`src/rtl/branch_pred_pkg.sv`:
```
// Shared types for the dynamic branch predictor.
//   bp_ctr_t    : 2-bit saturating direction counter
//   btb_entry_t : one direct-mapped BTB entry (valid, tag, target, ctr)
package branch_pred_pkg;

  typedef logic [1:0] bp_ctr_t;

  localparam bp_ctr_t BP_SNT = 2'b00;  // strongly not taken
  localparam bp_ctr_t BP_WNT = 2'b01;  // weakly not taken
  localparam bp_ctr_t BP_WT  = 2'b10;  // weakly taken
  localparam bp_ctr_t BP_ST  = 2'b11;  // strongly taken

  // Width of pc[31:2]; the real tag is narrower and is zero-extended into this field.
  localparam int unsigned BP_TAG_MAX_W = 30;

  typedef struct packed {
    logic                    valid;
    logic [BP_TAG_MAX_W-1:0] tag;
    logic [31:0]             target;
    bp_ctr_t                 ctr;
  } btb_entry_t;

endpackage

```
`src/rtl/branch_pred_sat_ctr2.sv`:
```
// Next-state function of a 2-bit saturating counter.
//   i_ctr : current counter value
//   i_inc : 1 = count up (taken), 0 = count down (not taken)
//   o_ctr : next counter value, saturating at BP_SNT and BP_ST
module branch_pred_sat_ctr2
  import branch_pred_pkg::*;
(
  input  bp_ctr_t i_ctr,
  input  logic    i_inc,
  output bp_ctr_t o_ctr
);

  always_comb begin
    o_ctr = i_ctr;
    if (i_inc) begin
      if (i_ctr != BP_ST) o_ctr = i_ctr + 2'd1;
    end else begin
      if (i_ctr != BP_SNT) o_ctr = i_ctr - 2'd1;
    end
  end

endmodule

```
`src/rtl/branch_pred.sv`:
```
// Dynamic branch predictor: direct-mapped BTB with a 2-bit counter per entry.
//   CLK, nRST          : clock, asynchronous active-low reset
//   pc_if              : IF-stage PC to look up (combinational)
//   pred_hit/taken/target : lookup result for pc_if
//   upd_*              : resolved-branch report from EX/MEM
//   mispredict, correct_pc : flush request and redirect PC (combinational)
//   mispred_cnt        : running misprediction count
module branch_pred
  import branch_pred_pkg::*;
#(
  parameter int unsigned ENTRIES = 16
) (
  input  logic        CLK,
  input  logic        nRST,
  input  logic [31:0] pc_if,
  output logic        pred_hit,
  output logic        pred_taken,
  output logic [31:0] pred_target,
  input  logic        upd_en,
  input  logic [31:0] upd_pc,
  input  logic        upd_taken,
  input  logic [31:0] upd_target,
  input  logic        upd_pred_taken,
  input  logic [31:0] upd_pred_target,
  output logic        mispredict,
  output logic [31:0] correct_pc,
  output logic [31:0] mispred_cnt
);

  localparam int unsigned INDEX_W = $clog2(ENTRIES);
  localparam int unsigned TAG_W   = 30 - INDEX_W;

  btb_entry_t  r_btb [ENTRIES];
  logic [31:0] r_mispred_cnt;

  // Lookup path
  logic [INDEX_W-1:0]      w_idx;
  logic [BP_TAG_MAX_W-1:0] w_tag_if;
  btb_entry_t              w_rd;

  assign w_idx    = pc_if[INDEX_W+1:2];
  assign w_tag_if = BP_TAG_MAX_W'(pc_if[31:INDEX_W+2]);
  assign w_rd     = r_btb[w_idx];

  always_comb begin
    pred_hit    = w_rd.valid && (w_rd.tag == w_tag_if);
    pred_taken  = pred_hit && w_rd.ctr[1];
    pred_target = pred_hit ? w_rd.target : 32'd0;
  end

  // Resolution path
  always_comb begin
    mispredict = upd_en && ((upd_taken != upd_pred_taken) ||
                            (upd_taken && upd_pred_taken && (upd_target != upd_pred_target)));
    correct_pc = upd_taken ? upd_target : upd_pc + 32'd4;
  end

  // Update path
  logic [INDEX_W-1:0]      w_uidx;
  logic [BP_TAG_MAX_W-1:0] w_tag_upd;
  btb_entry_t              w_ue;
  logic                    w_upd_hit;
  bp_ctr_t                 w_ctr_next;

  assign w_uidx    = upd_pc[INDEX_W+1:2];
  assign w_tag_upd = BP_TAG_MAX_W'(upd_pc[31:INDEX_W+2]);
  assign w_ue      = r_btb[w_uidx];
  assign w_upd_hit = w_ue.valid && (w_ue.tag == w_tag_upd);

  branch_pred_sat_ctr2 u_sat_ctr2 (
    .i_ctr (w_ue.ctr),
    .i_inc (upd_taken),
    .o_ctr (w_ctr_next)
  );

  // Byte-offset bits are never used for indexing or tagging.
  logic w_unused_bits;
  assign w_unused_bits = ^{pc_if[1:0], upd_pc[1:0]};

  always_ff @(posedge CLK or negedge nRST) begin
    if (!nRST) begin
      for (int i = 0; i < int'(ENTRIES); i++) begin
        r_btb[i] <= '{valid: 1'b0, tag: '0, target: 32'd0, ctr: BP_WNT};
      end
    end else if (upd_en) begin
      if (w_upd_hit) begin
        r_btb[w_uidx].ctr <= w_ctr_next;
        if (upd_taken) r_btb[w_uidx].target <= upd_target;
      end else if (upd_taken) begin
        // Allocate on taken miss, evicting any aliasing occupant.
        r_btb[w_uidx] <= '{valid: 1'b1, tag: w_tag_upd, target: upd_target, ctr: BP_WT};
      end
    end
  end

  always_ff @(posedge CLK or negedge nRST) begin
    if (!nRST) begin
      r_mispred_cnt <= 32'd0;
    end else if (mispredict) begin
      r_mispred_cnt <= r_mispred_cnt + 32'd1;
    end
  end

  assign mispred_cnt = r_mispred_cnt;

  // TAG_W documents the real tag width; storage uses the zero-extended field.
  logic [TAG_W-1:0] w_unused_tag;
  assign w_unused_tag = upd_pc[31:INDEX_W+2];

endmodule

```
`config.mk`:
```
export PLATFORM = sky130hd
export DESIGN_NAME = branch_pred
export DESIGN_NICKNAME = d
export VERILOG_FILES = /design/src/rtl/branch_pred_pkg.sv /design/src/rtl/branch_pred_sat_ctr2.sv /design/src/rtl/branch_pred.sv
export SDC_FILE = /design/constraint.sdc
export NUM_CORES = 2
export LEC_CHECK = 0
export CAP_MARGIN = 15
export CORE_UTILIZATION = 55
export DETAILED_ROUTE_END_ITERATION = 10
export PLACE_DENSITY = 0.73
export SKIP_CTS_REPAIR_TIMING = 1
export SLEW_MARGIN = 0
export SYNTH_ARGS = -nofsm -noshare
export SYNTH_HDL_FRONTEND = slang
export SYNTH_SLANG_ARGS = --single-unit
```
`constraint.sdc`:
```
create_clock -name CLK -period 4.51 [get_ports CLK]
set_clock_uncertainty 0.2 [all_clocks]
set_input_delay 0.451 -clock CLK [delete_from_list [all_inputs] [get_ports CLK]]
set_output_delay 0.451 -clock CLK [all_outputs]
set_load 0.03 [all_outputs]
```
==> summary.txt <==
Cells and area
  • Share of the core filled with cells: 0.6528
  • Syn-to-layout area delta: 17.22%
  • Proportion of layout cells with a drive suffix above 1: 0.5020
  • Post-layout net count: 3,799

Detailed routing
  • Per-cell routed wire length: 29.51 um
  • First-pass DRT Iterations: 5
  • Post-route antenna net violation count: 0
  • Drc violations: 0
  • Post-DR vias/cell: 6.453
  • Detailed-route wire length: 147,700 um
  • Number of DRC markers in iteration 0: 2,530
  • Via count: 32,290

Pwr
  • Clock network fraction of design power: 0.349
  • Cell-internal power: 0.01955 W
  • Combinational share of power: 0.204
  • Sw Share: 0.2628
  • Net switching power: 0.006967 W
  • Part of the total power dissipated in sequential elements: 0.448
  • Leak pwr: 26.77 nW
  • PwrDens: 433.9 nW/um2
  • IR Drop Worst-Case VDD: 0.3553 mV

Global routing
  • Total congestion overflow: 0
  • Number of global-route vias before repair: 34,520
  • Largest net degree at the start of global routing: 161
  • First-pass GRT wire length: 222,200 um
  • GRT Resource Usage Total: 0.3146
  • Number of antenna violations at the first check in global routing: 6

Critical path
  • Bufs and invs on worst path: 3
  • Crit end category: primary output
  • Type of origin of the critical path: flip-flop
  • Arrival time of data at the critical path endpoint: 3.81 ns
  • Top Family by Delay on Critical Path: multiplexers
  • Critical-path cell with the highest stage delay: sky130_fd_sc_hd__mux4_2
  • List of cells traversed by the critical path: mux4_2, mux4_2, xnor2_1, nand4_1, nor2_1, nand4_1, buf_12, nor2b_2, buf_4, buf_12
  • Delay of the slowest cell on the worst path: 0.49 ns
  • Type of the worst setup path: flip-flop to primary output
  • CP Data Required Time: 3.86 ns
  • Reg2Reg Setup Slack: 0.52 ns
  • Maximum fanout encountered on the critical timing path: 34

CTS
  • H-tree lvl count: 3
  • Buffer depth of the longest clock path: 3
  • Skew-Pair Late Insertion Delay: 0.70 ns
  • Clock-pin slew on the worst setup and hold paths: 0.06 ns
  • Sink Count: 1,008
  • Num CTS Buffers: 106
  • Root Buffer Master: sky130_fd_sc_hd__clkbuf_16
  • Clock tree from TritonCTS: built

Timing
  • Count of endpoints failing hold in the final timing report: 0
  • Worst Tran Pin Value: 1.068 ns
  • Highest attainable clock frequency: 224.4 MHz
  • Final critical-path required period: 4.457 ns
  • Fin. max-slew vios: 0
  • Ratio of final minimum period to clock period: 0.9882
  • Minimum setup slack in the final design: 0.05324 ns
  • Setup TNS after final layout: 0 ns
  • Endpoints failing setup: 0
  • Tightest slew margin relative to the limit: 0.2879

Run
  • Max-cap violations: 0

Yosys
  • Warnings from Yosys: 0
  • Leading area contributor after synthesis: sky130_fd_sc_hd__dfrtp_1
  • Most frequently used flop master after synthesis: sky130_fd_sc_hd__dfrtp_1
  • Top cells by area in the synthesized netlist: sky130_fd_sc_hd__dfrtp_1 (48%), sky130_fd_sc_hd__mux2_2 (16%), sky130_fd_sc_hd__mux4_2 (16%)
  • Number of instances in the synthesized netlist: 3,407
  • Netlist cell types: 71
  • Area fraction of the dominant cell type after synthesis: 0.4762
  • Total nets after synthesis: 3,547
  • Syn_area_per_cell: 15.30 um2
  • Portion of the post-synthesis area used by sequential elements: 0.4843
  • Fraction of synthesis flops using an asynchronous set or reset pin: 1.000
  • Count of flip-flops with a built-in enable after synthesis: 0
  • Post-synthesis cell area: 52,130 um2
  • Flip-flop and latch count after synthesis: 1,008

Place
  • HPWL after DPL: 93,580 um
  • Final RePlAce weighted congestion: 0.9045
  • Number of port buffers: 229
  • Place WS: 0.02962 ns

Status
  • Status: finished, final reports clean

Floorplan
  • Horizontal die dimension: 309.9 um
  • Height of the die: 309.9 um
  • IO Count: 232
  • Floorplan die area: 96,010 um2
  • Core box area: 93,610 um2
  • Initial standard-cell utilization of the core: 0.5569
  • Rows: 112

Worst hold path
  • Class of the tightest hold or removal check: primary input to asynchronous set/reset pin
layer usage:
layer,GRT usage,vias up,routed length (um),share of wire
met3,0.05246,357,10190,0.069
met2,0.5036,1357,71400,0.48
li1,-,13270,-,-
met1,0.4241,17310,59260,0.40
met5,0,-,46,0.00031
met4,0.1441,6,6789,0.046
layout make-up:
cell class	instances	area (um2)
Antenna cell	1	2.502
Clock buffer	166	3281
Clock inverter	32	488.0
Fill cell	6571	32500
Inverter	28	105.1
Multi-Input combinational cell	2037	25290
Sequential cell	1008	25240
Tap cell	1254	1569
Timing Repair Buffer	478	5125
final timing paths:
path	depth (start not counted)	endpoint	startpoint
setup / recovery	10	pred_target[10]	r_btb[831]$_DFFE_PN0P_
hold / removal	2	r_btb[656]$_DFFE_PN0P_	nRST
setup reg to reg	13	r_btb[910]$_DFFE_PN1P_	r_btb[40]$_DFFE_PN0P_
hold reg to reg	1	r_btb[325]$_DFFE_PN1P_	r_btb[325]$_DFFE_PN1P_
max in group asynchronous	3	r_btb[893]$_DFFE_PN0P_	nRST
min in group CLK	3	r_btb[846]$_DFFE_PN0P_	upd_taken
power groups by stage:
stage	sequential, W	combinational, W	clock, W
final	0.0119	0.00540	0.00924
after global routing	0.0120	0.00573	0.00977
after CTS	0.0118	0.00542	0.00939
after detailed placement	0.0120	0.00538	0
after global placement	0.0117	0.00519	0
after floorplan	0.0116	0.00385	0
cells in the mapped netlist, types with 16 or more instances:
| library cell | instances |
|---|---|
| sky130_fd_sc_hd__a2bb2oi_1 | 16 |
| sky130_fd_sc_hd__buf_1 | 50 |
| sky130_fd_sc_hd__buf_2 | 35 |
| sky130_fd_sc_hd__buf_6 | 16 |
| sky130_fd_sc_hd__clkbuf_1 | 212 |
| sky130_fd_sc_hd__dfrtp_1 | 992 |
| sky130_fd_sc_hd__dfstp_2 | 16 |
| sky130_fd_sc_hd__inv_1 | 26 |
| sky130_fd_sc_hd__mux2_2 | 761 |
| sky130_fd_sc_hd__mux2_4 | 190 |
| sky130_fd_sc_hd__mux2i_1 | 93 |
| sky130_fd_sc_hd__mux4_2 | 376 |
| sky130_fd_sc_hd__nand2_1 | 86 |
| sky130_fd_sc_hd__nand3_1 | 42 |
| sky130_fd_sc_hd__nand4_1 | 24 |
| sky130_fd_sc_hd__nor2_1 | 17 |
| sky130_fd_sc_hd__nor2b_1 | 45 |
| sky130_fd_sc_hd__o21ai_0 | 35 |
| sky130_fd_sc_hd__o2bb2ai_1 | 17 |
| sky130_fd_sc_hd__xnor2_1 | 64 |
| sky130_fd_sc_hd__xor2_1 | 82 |
through the flow:
stage	cells	hold WS (ns)	instance area, um2	total power (W)
after floorplan	3407	-0.04459	52130	0.01544
after global placement	4804	0.2632	57290	0.01694
after detailed placement	4804	0.2739	57290	0.01734
after CTS	5002	-0.4323	61060	0.02662
after global routing	5003	0.2334	61100	0.02753
final	5004	0.1820	61110	0.02651
state kept, by name, summed over array words and instances (netlist names):
signal,flops
r_btb,976
mispred_cnt,32
layout by cell type (no fill, tap or decap), drive strengths merged, types with 45 or more instances in the layout:
| cell | Yosys | final |
|---|---|---|
| buf | 122 | 314 |
| mux2i | 93 | 93 |
| nand2 | 87 | 87 |
| clkdlybuf4s50 | 0 | 163 |
| dfrtp | 992 | 992 |
| clkbuf | 212 | 166 |
| mux2 | 951 | 951 |
| mux4 | 379 | 379 |
| xnor2 | 64 | 64 |
| nor2b | 45 | 45 |
| xor2 | 82 | 82 |
cell families after synthesis:
family / count (synthesis) / share of synthesized area
flops: 1008 / 0.4843
buf+inv: 362 / 0.03264
simple gates: 310 / 0.03418
fa+ha+maj: 9 / 0.002064
xor+xnor: 146 / 0.02453
mux: 1423 / 0.4009
compound gates: 149 / 0.02139
Power figures use the tool's default switching activity.
